<file path="src/rtl/datapath_pkg.sv">
// Shared datapath definitions: op encodings, mul/div FSM states, default width.
// Latency: n/a (type and constant definitions only).
// Backpressure: n/a.
package datapath_pkg;

  localparam int DEFAULT_WIDTH = 32;

  // Two-bit op field as driven by the control unit.
  // Bit 1 selects divide, and bit 0 selects the unsigned variant.
  typedef enum logic [1:0] {
    OP_MUL  = 2'b00,
    OP_MULU = 2'b01,
    OP_DIV  = 2'b10,
    OP_DIVU = 2'b11
  } muldivOp_e;

  typedef enum logic [2:0] {
    IDLE = 3'd0,
    PREP = 3'd1,
    CALC = 3'd2,
    FIX  = 3'd3,
    DONE = 3'd4
  } muldivState_e;

  function automatic logic opIsDiv(input logic [1:0] op);
    return op[1];
  endfunction

  function automatic logic opIsSigned(input logic [1:0] op);
    return ~op[0];
  endfunction

endpackage

</file>
<file path="src/rtl/muldiv_step.sv">
// One iteration of the engine: shift-add multiply or restoring divide.
// Latency: combinational, so accOut is valid in the same cycle as accIn.
// Backpressure: none; the caller decides when to register accOut.
//
// Ports:
//   isDiv   - 1 selects the restoring-divide step, and 0 selects the shift-add step.
//   accIn   - {upper WIDTH+1 bits, lower WIDTH bits} accumulator.
//             MUL: upper = partial product, lower = remaining multiplier bits.
//             DIV: upper = partial remainder, lower = dividend bits / quotient bits.
//   operand - multiplicand (MUL) or divisor (DIV), unsigned magnitude.
//   accOut  - accumulator after one iteration.
module muldiv_step
  import datapath_pkg::*;
#(
  parameter int WIDTH = DEFAULT_WIDTH
) (
  input  logic               isDiv,
  input  logic [2*WIDTH:0]   accIn,
  input  logic [WIDTH-1:0]   operand,
  output logic [2*WIDTH:0]   accOut
);

  logic [WIDTH:0]   sum;
  logic [2*WIDTH:0] shifted;
  logic [WIDTH:0]   shRem;

  always_comb begin
    accOut  = accIn;
    sum     = {(WIDTH+1){1'b0}};
    shifted = {(2*WIDTH+1){1'b0}};
    shRem   = {(WIDTH+1){1'b0}};
    if (!isDiv) begin
      // The low bit of the accumulator is the next multiplier bit. The sum stays
      // within WIDTH+1 bits because the upper half is below 2^WIDTH after each shift.
      sum    = accIn[2*WIDTH:WIDTH]
             + (accIn[0] ? {1'b0, operand} : {(WIDTH+1){1'b0}});
      accOut = {sum, accIn[WIDTH-1:0]} >> 1;
    end else begin
      // Bring the next dividend bit into the remainder. The remainder is always
      // below the divisor, so the dropped top bit is zero.
      shifted = accIn << 1;
      shRem   = shifted[2*WIDTH:WIDTH];
      if (shRem >= {1'b0, operand}) begin
        accOut = {shRem - {1'b0, operand}, shifted[WIDTH-1:1], 1'b1};
      end else begin
        accOut = shifted;
      end
    end
  end

endmodule

</file>
<file path="src/rtl/muldiv_unit.sv">
// Iterative multiply/divide engine with one bit per cycle, returning a 2*WIDTH-bit result as hi/lo.
// Latency: WIDTH+3 cycles from accepted start to done (2 cycles for divide by zero).
// Backpressure: start is accepted only in IDLE/DONE, and is ignored while busy.
//
// Ports:
//   clock, clear       - rising-edge clock, asynchronous active-low reset.
//   start, op          - request and op code (MUL, MULU, DIV, DIVU), sampled in IDLE/DONE.
//   operand_a/b        - multiplicand/dividend and multiplier/divisor, captured on accept.
//   busy               - high while the engine works (PREP, CALC, FIX).
//   done               - one-cycle pulse when hi/lo/div_by_zero are valid.
//   hi, lo             - MUL: product halves. DIV: remainder / quotient.
//   div_by_zero        - divisor was zero. This output is valid with done and cleared on the next accept.
module muldiv_unit
  import datapath_pkg::*;
#(
  parameter int WIDTH = DEFAULT_WIDTH
) (
  input  logic             clock,
  input  logic             clear,
  input  logic             start,
  input  logic [1:0]       op,
  input  logic [WIDTH-1:0] operand_a,
  input  logic [WIDTH-1:0] operand_b,
  output logic             busy,
  output logic             done,
  output logic [WIDTH-1:0] hi,
  output logic [WIDTH-1:0] lo,
  output logic             div_by_zero
);

  localparam int CW = $clog2(WIDTH);

  muldivState_e     state;
  muldivState_e     stateNext;

  logic [1:0]       opReg;
  logic [WIDTH-1:0] aReg;
  logic [WIDTH-1:0] bReg;
  logic [WIDTH-1:0] mReg;       // multiplicand or divisor magnitude used by CALC
  logic [2*WIDTH:0] acc;
  logic [2*WIDTH:0] accStep;
  logic [CW-1:0]    counter;
  logic             signRes;    // result (product/quotient) must be negated
  logic             signRem;    // remainder takes the dividend's sign

  logic             isDivOp;
  logic             isSignedOp;
  logic             aNeg;
  logic             bNeg;
  logic [WIDTH-1:0] magA;
  logic [WIDTH-1:0] magB;
  logic             divZero;
  logic [2*WIDTH-1:0] product;
  logic [2*WIDTH-1:0] prodFixed;
  logic [WIDTH-1:0] quot;
  logic [WIDTH-1:0] rem;

  // Operand decode. These values are only consumed in PREP, when aReg/bReg hold the
  // captured request.
  always_comb begin
    isDivOp    = opIsDiv(opReg);
    isSignedOp = opIsSigned(opReg);
    aNeg       = isSignedOp & aReg[WIDTH-1];
    bNeg       = isSignedOp & bReg[WIDTH-1];
    // The most-negative value maps to itself, which is still the correct unsigned magnitude.
    magA       = aNeg ? -aReg : aReg;
    magB       = bNeg ? -bReg : bReg;
    divZero    = isDivOp && (bReg == '0);
  end

  muldiv_step #(
    .WIDTH (WIDTH)
  ) u_step (
    .isDiv   (isDivOp),
    .accIn   (acc),
    .operand (mReg),
    .accOut  (accStep)
  );

  // Sign correction of the finished magnitudes. For most-negative / -1, this gives
  // quotient 2^(WIDTH-1) with no negation, which wraps to the most-negative value.
  always_comb begin
    product   = acc[2*WIDTH-1:0];
    prodFixed = signRes ? -product : product;
    quot      = acc[WIDTH-1:0];
    rem       = acc[2*WIDTH-1:WIDTH];
  end

  // State register
  always_ff @(posedge clock or negedge clear) begin
    if (!clear) begin
      state <= IDLE;
    end else begin
      state <= stateNext;
    end
  end

  // Next-state and status outputs
  always_comb begin
    stateNext = state;
    busy      = 1'b0;
    done      = 1'b0;
    case (state)
      IDLE: begin
        if (start) stateNext = PREP;
      end
      PREP: begin
        busy      = 1'b1;
        stateNext = divZero ? DONE : CALC;
      end
      CALC: begin
        busy = 1'b1;
        if (counter == '0) stateNext = FIX;
      end
      FIX: begin
        busy      = 1'b1;
        stateNext = DONE;
      end
      DONE: begin
        done      = 1'b1;
        stateNext = start ? PREP : IDLE;
      end
      default: stateNext = IDLE;
    endcase
  end

  // Datapath: capture, iterate, and write results
  always_ff @(posedge clock or negedge clear) begin
    if (!clear) begin
      opReg       <= 2'b00;
      aReg        <= '0;
      bReg        <= '0;
      mReg        <= '0;
      acc         <= '0;
      counter     <= '0;
      signRes     <= 1'b0;
      signRem     <= 1'b0;
      hi          <= '0;
      lo          <= '0;
      div_by_zero <= 1'b0;
    end else begin
      case (state)
        IDLE, DONE: begin
          if (start) begin
            opReg       <= op;
            aReg        <= operand_a;
            bReg        <= operand_b;
            div_by_zero <= 1'b0;
          end
        end
        PREP: begin
          if (divZero) begin
            hi          <= aReg;
            lo          <= '1;
            div_by_zero <= 1'b1;
          end else begin
            // MUL keeps the multiplier in the low half so its bits shift out.
            // DIV keeps the dividend there so its bits shift into the remainder.
            acc     <= {{(WIDTH+1){1'b0}}, (isDivOp ? magA : magB)};
            mReg    <= isDivOp ? magB : magA;
            signRes <= aNeg ^ bNeg;
            signRem <= aNeg;
            counter <= CW'(WIDTH-1);
          end
        end
        CALC: begin
          acc <= accStep;
          if (counter != '0) counter <= counter - 1'b1;
        end
        FIX: begin
          if (isDivOp) begin
            lo <= signRes ? -quot : quot;
            hi <= signRem ? -rem : rem;
          end else begin
            hi <= prodFixed[2*WIDTH-1:WIDTH];
            lo <= prodFixed[WIDTH-1:0];
          end
        end
        default: ;
      endcase
    end
  end

endmodule

</file>
<file path="config.mk">
export PLATFORM = sky130hd
export DESIGN_NAME = muldiv_unit
export DESIGN_NICKNAME = d
export VERILOG_FILES = /design/src/rtl/datapath_pkg.sv /design/src/rtl/muldiv_step.sv /design/src/rtl/muldiv_unit.sv
export SDC_FILE = /design/constraint.sdc
export NUM_CORES = 1
export LEC_CHECK = 0
export ABC_AREA = 1
export CORE_AREA = 4 4 197 199
export DETAILED_ROUTE_END_ITERATION = 10
export DIE_AREA = 0 0 201 203
export HOLD_SLACK_MARGIN = 0.02
export PLACE_DENSITY_LB_ADDON = 0.25
export SLEW_MARGIN = 20
export SYNTH_ARGS = -nofsm -noshare
export SYNTH_HDL_FRONTEND = slang
export SYNTH_SLANG_ARGS = --single-unit
</file>
<file path="constraint.sdc">
create_clock -name clock -period 2.7 [get_ports clock]
set_input_delay 0.81 -clock clock [delete_from_list [all_inputs] [get_ports clock]]
set_output_delay 0.81 -clock clock [all_outputs]
set_load 0.005 [all_outputs]
</file>
==> reports/summary.txt <==
status: finished clean
Layout area overhead: 19.48%
Max-Cap Viols: 0
Syn Area/Cell: 6.145 µm²
cell count after synthesis: 3270
Detail Placement HPWL: 70960 µm
worst skew pair latency: 0.58 ns
Post-synth EDFFs: 0
crit path capture type: flop
H-tree depth: 1
Final Cycle Share: 99.08%
Crit Path Max Fanout: 10
Critical Path Max Stage Delay: 0.44 ns
Cell Pwr Density: 1481 nW/µm²
Clock Sink Count: 238
number of routed nets with antenna violations: 0
worst-case vdd ir drop: 0.9574 mV
GP Congestion: 1.119
Fmax achieved: 0.3738 GHz
largest net degree at the start of global routing: 82
Placed Cells: 3896
net count after synthesis: 3411
Setup CP Type: reg -> reg
area of the die: 40800 µm²
RR Endpoint: acc[51]
type of the most critical hold path: in -> async
Root Buffer: clkbuf_16
fin. max-slew vios: 0
Vias: 24130
final number of hold-violating endpoints: 0
register area share after synthesis: 29.64%
Synth Flop Type: dfrtp_1
layout cells sized above 1: 8.393%
worst-path cell chain: inv_1 > ha_1 > nand2_1 > nor2_1 > nand2_1 > nor2_1 > nand2_1 > nand3_1 > nor2_2 > nand2_4 > buf_6 > o21ai_1 > nand2_1 > nand3_1
initial DRC count: 3302
reg-to-reg startpoint: mReg[30]
core footprint: 37220 µm²
total CTS buffers: 29
Final nets: 3599
final std cells w/o fill: 3955
Slew @ Worst Pin: 0.7318 ns
post-synth top area share: 29.64%
FP Rows: 71
number of global-route vias before repair: 22110
initial antenna violation count: 5
most used cell along the critical path: nand2_1
grt ovf: 0
DIE WIDTH: 201 µm
Largest delay share family, worst path: simple AND/OR/NAND/NOR gates
ranking of synthesized cells by area: dfrtp_1 30%, nand2_1 19%, nand3_1 7.8%
Finish-stage setup viols: 0
worst rel slew slack: 51.14%
crit path time final: 2.675 ns
#FFs+latches synth: 238
first-pass GRT wire length: 133100 µm
I/O Buffers: 135
required time worst endpoint: 3.16 ns
final core occ: 64.50%
WL/cell: 22.65 µm
YS warnings: 0
flop-to-flop setup slack: 0.02 ns
DRC: 0
distinct cell type count after synthesis: 51
Setup crit start kind: flop
CTS tree: done
Vias per Instance: 6.101
ys async rst share: 100.0%
Die Ht: 203 µm
leak pwr: 11.83 nW
Hold Buf Count CTS: 0
IO Count: 136
maximum clock insertion buffer count: 3
CP Buf/Inv Count: 2
Yosys top cell by area: dfrtp_1
CP arrival: 3.14 ns
clk slew on worst S/H paths: 0.07 ns
GRT Overall Usage: 42.15%
total routed wirelength: 89600 µm
CP max stage cell: dfrtp_1
cell area after synthesis: 20090 µm²
Pre-antenna DRT Iters: 9
Reg2Reg Depth: 14
initial core utilization: 53.99%
Worst Skew: 0.01186 ns
## synth_stat cells, types with 6 or more instances
cell and instances:
nor2_2 13, o21ai_0 252, xor2_1 50, o21a_1 7, ha_1 70, buf_4 7
o21ai_1 17, xnor2_1 21, nand3b_1 17, nor3_1 20, nand2_1 1011, buf_2 15
dfrtp_1 238, inv_1 391, or2_2 9, a21oi_1 160, o22ai_1 33, buf_1 16
a22oi_1 9, clkbuf_1 68, a31oi_1 12, nand4_1 26, inv_2 8, nand3_1 315
buf_6 6, nor2_1 387, o211ai_1 40
## what timing repair did
action | 4_1_cts | 5_1_grt
gates resized for setup | 11 | 57
endpoints found under the setup margin | 6 | 32
buffers inserted | 0 | 5
pin swaps | 0 | 2
cloned | 0 | 0
endpoints found under the hold margin | 0 | 0
## flip-flops by register name, indices dropped and copies added (netlist names), 2 cells and up
name and count:
aReg 32, acc 65, bReg 32, counter 5, hi 32, lo 32
mReg 32, opReg 2, state 3
## worst max-delay path by stage
stage	from	end	slack, ns	cells after the start
after global routing	mReg[22]	acc[60]	-0.01	15
after detailed placement	mReg[19]	acc[51]	-0.1	14
after global placement	mReg[19]	acc[51]	-0.11	14
after floorplan	acc[0]	acc[55]	0.06	21
after CTS	mReg[14]	acc[58]	0.01	15
final	mReg[30]	acc[51]	0.02	14
## worst reg2reg max path, delay by kind of cell, from the launching register on
family / cells / cell delay [ns]
fa+ha+maj: 1 / 0.40
flops: 1 / 0.44
buf+inv: 2 / 0.32
compound gates: 1 / 0.15
simple gates: 10 / 1.26
## report_power, final
group	switching, mW	internal [mW]	leakage, nW	total (mW)
clock network	1.72	2.52	0.498	4.24
registers	1.81	5.31	2.85	7.12
logic	16.3	7.88	8.47	24.2
total	19.9	15.7	11.8	35.6
## through the flow
step                      instance area, µm²  setup WS, ns  total power, mW  hold slack, ns  TNS [ns]
after floorplan                        20090       0.06275            20.26          0.4675         0
final                                  24010       0.02490            35.56          0.1188         0
after CTS                              23760       0.01465            34.08          0.1206         0
after global routing                   24000      -0.01469            37.53          0.1339  -0.01479
after global placement                 22720       -0.1100            29.33          0.4643   -0.3249
after detailed placement               22720      -0.09972            29.66          0.4688   -0.2186
## metal layers
| metal | vias up | part of all wire (%) | track usage (%) |
|---|---|---|---|
| li1 | 10940 | - | - |
| met5 | - | 0.048 | 0 |
| met1 | 11110 | 40 | 57.27 |
| met3 | 345 | 14 | 12.89 |
| met4 | 6 | 6.1 | 19.42 |
| met2 | 1739 | 41 | 61.79 |
## cells in the final DEF, fill, tap and decap left out, drive strengths merged, types with 2 or more instances in the layout
cell	synthesis	layout
nand2	1018	1018
o211ai	41	41
a31oi	12	12
nor4	2	2
inv	399	403
clkinv	5	10
o31ai	3	3
or2	11	11
buf	44	135
bufinv	0	4
clkdlybuf4s50	0	133
fa	2	2
a22oi	9	9
xor2	50	50
a21o	5	5
and2	3	3
o221ai	3	3
a21oi	160	160
xnor2	21	21
nand4	26	26
o21ai	270	270
clkbuf	68	38
o21bai	3	3
nand3	317	317
dfrtp	238	238
a211oi	2	2
nor2	403	403
nand3b	17	17
o21a	7	7
o22ai	33	33
nor3	22	22
diode	0	2
ha	70	70
## area by class of cell
type	instances	area [µm²]
diodes	2	5.005
clock inverters	14	191.4
inverters	404	1521
flip-flops and latches	238	5972
fillers	3435	13210
repair buffers	269	2569
multi-input cells	2516	12340
well taps	474	593.1
clock buffers	38	819.5
## logic make-up (layout without fill, tap and decap cells)
kind of cell | count (synthesis) | count (layout) | synth area share, %
compound gates | 551 | 551 | 15.04
xor+xnor | 71 | 71 | 3.095
fa+ha+maj | 72 | 72 | 4.558
buf+inv | 516 | 725 | 10.10
flops | 238 | 238 | 29.64
other cells | 0 | 2 | 0
simple gates | 1822 | 1822 | 37.57
(Power assumes the default switching activity.)
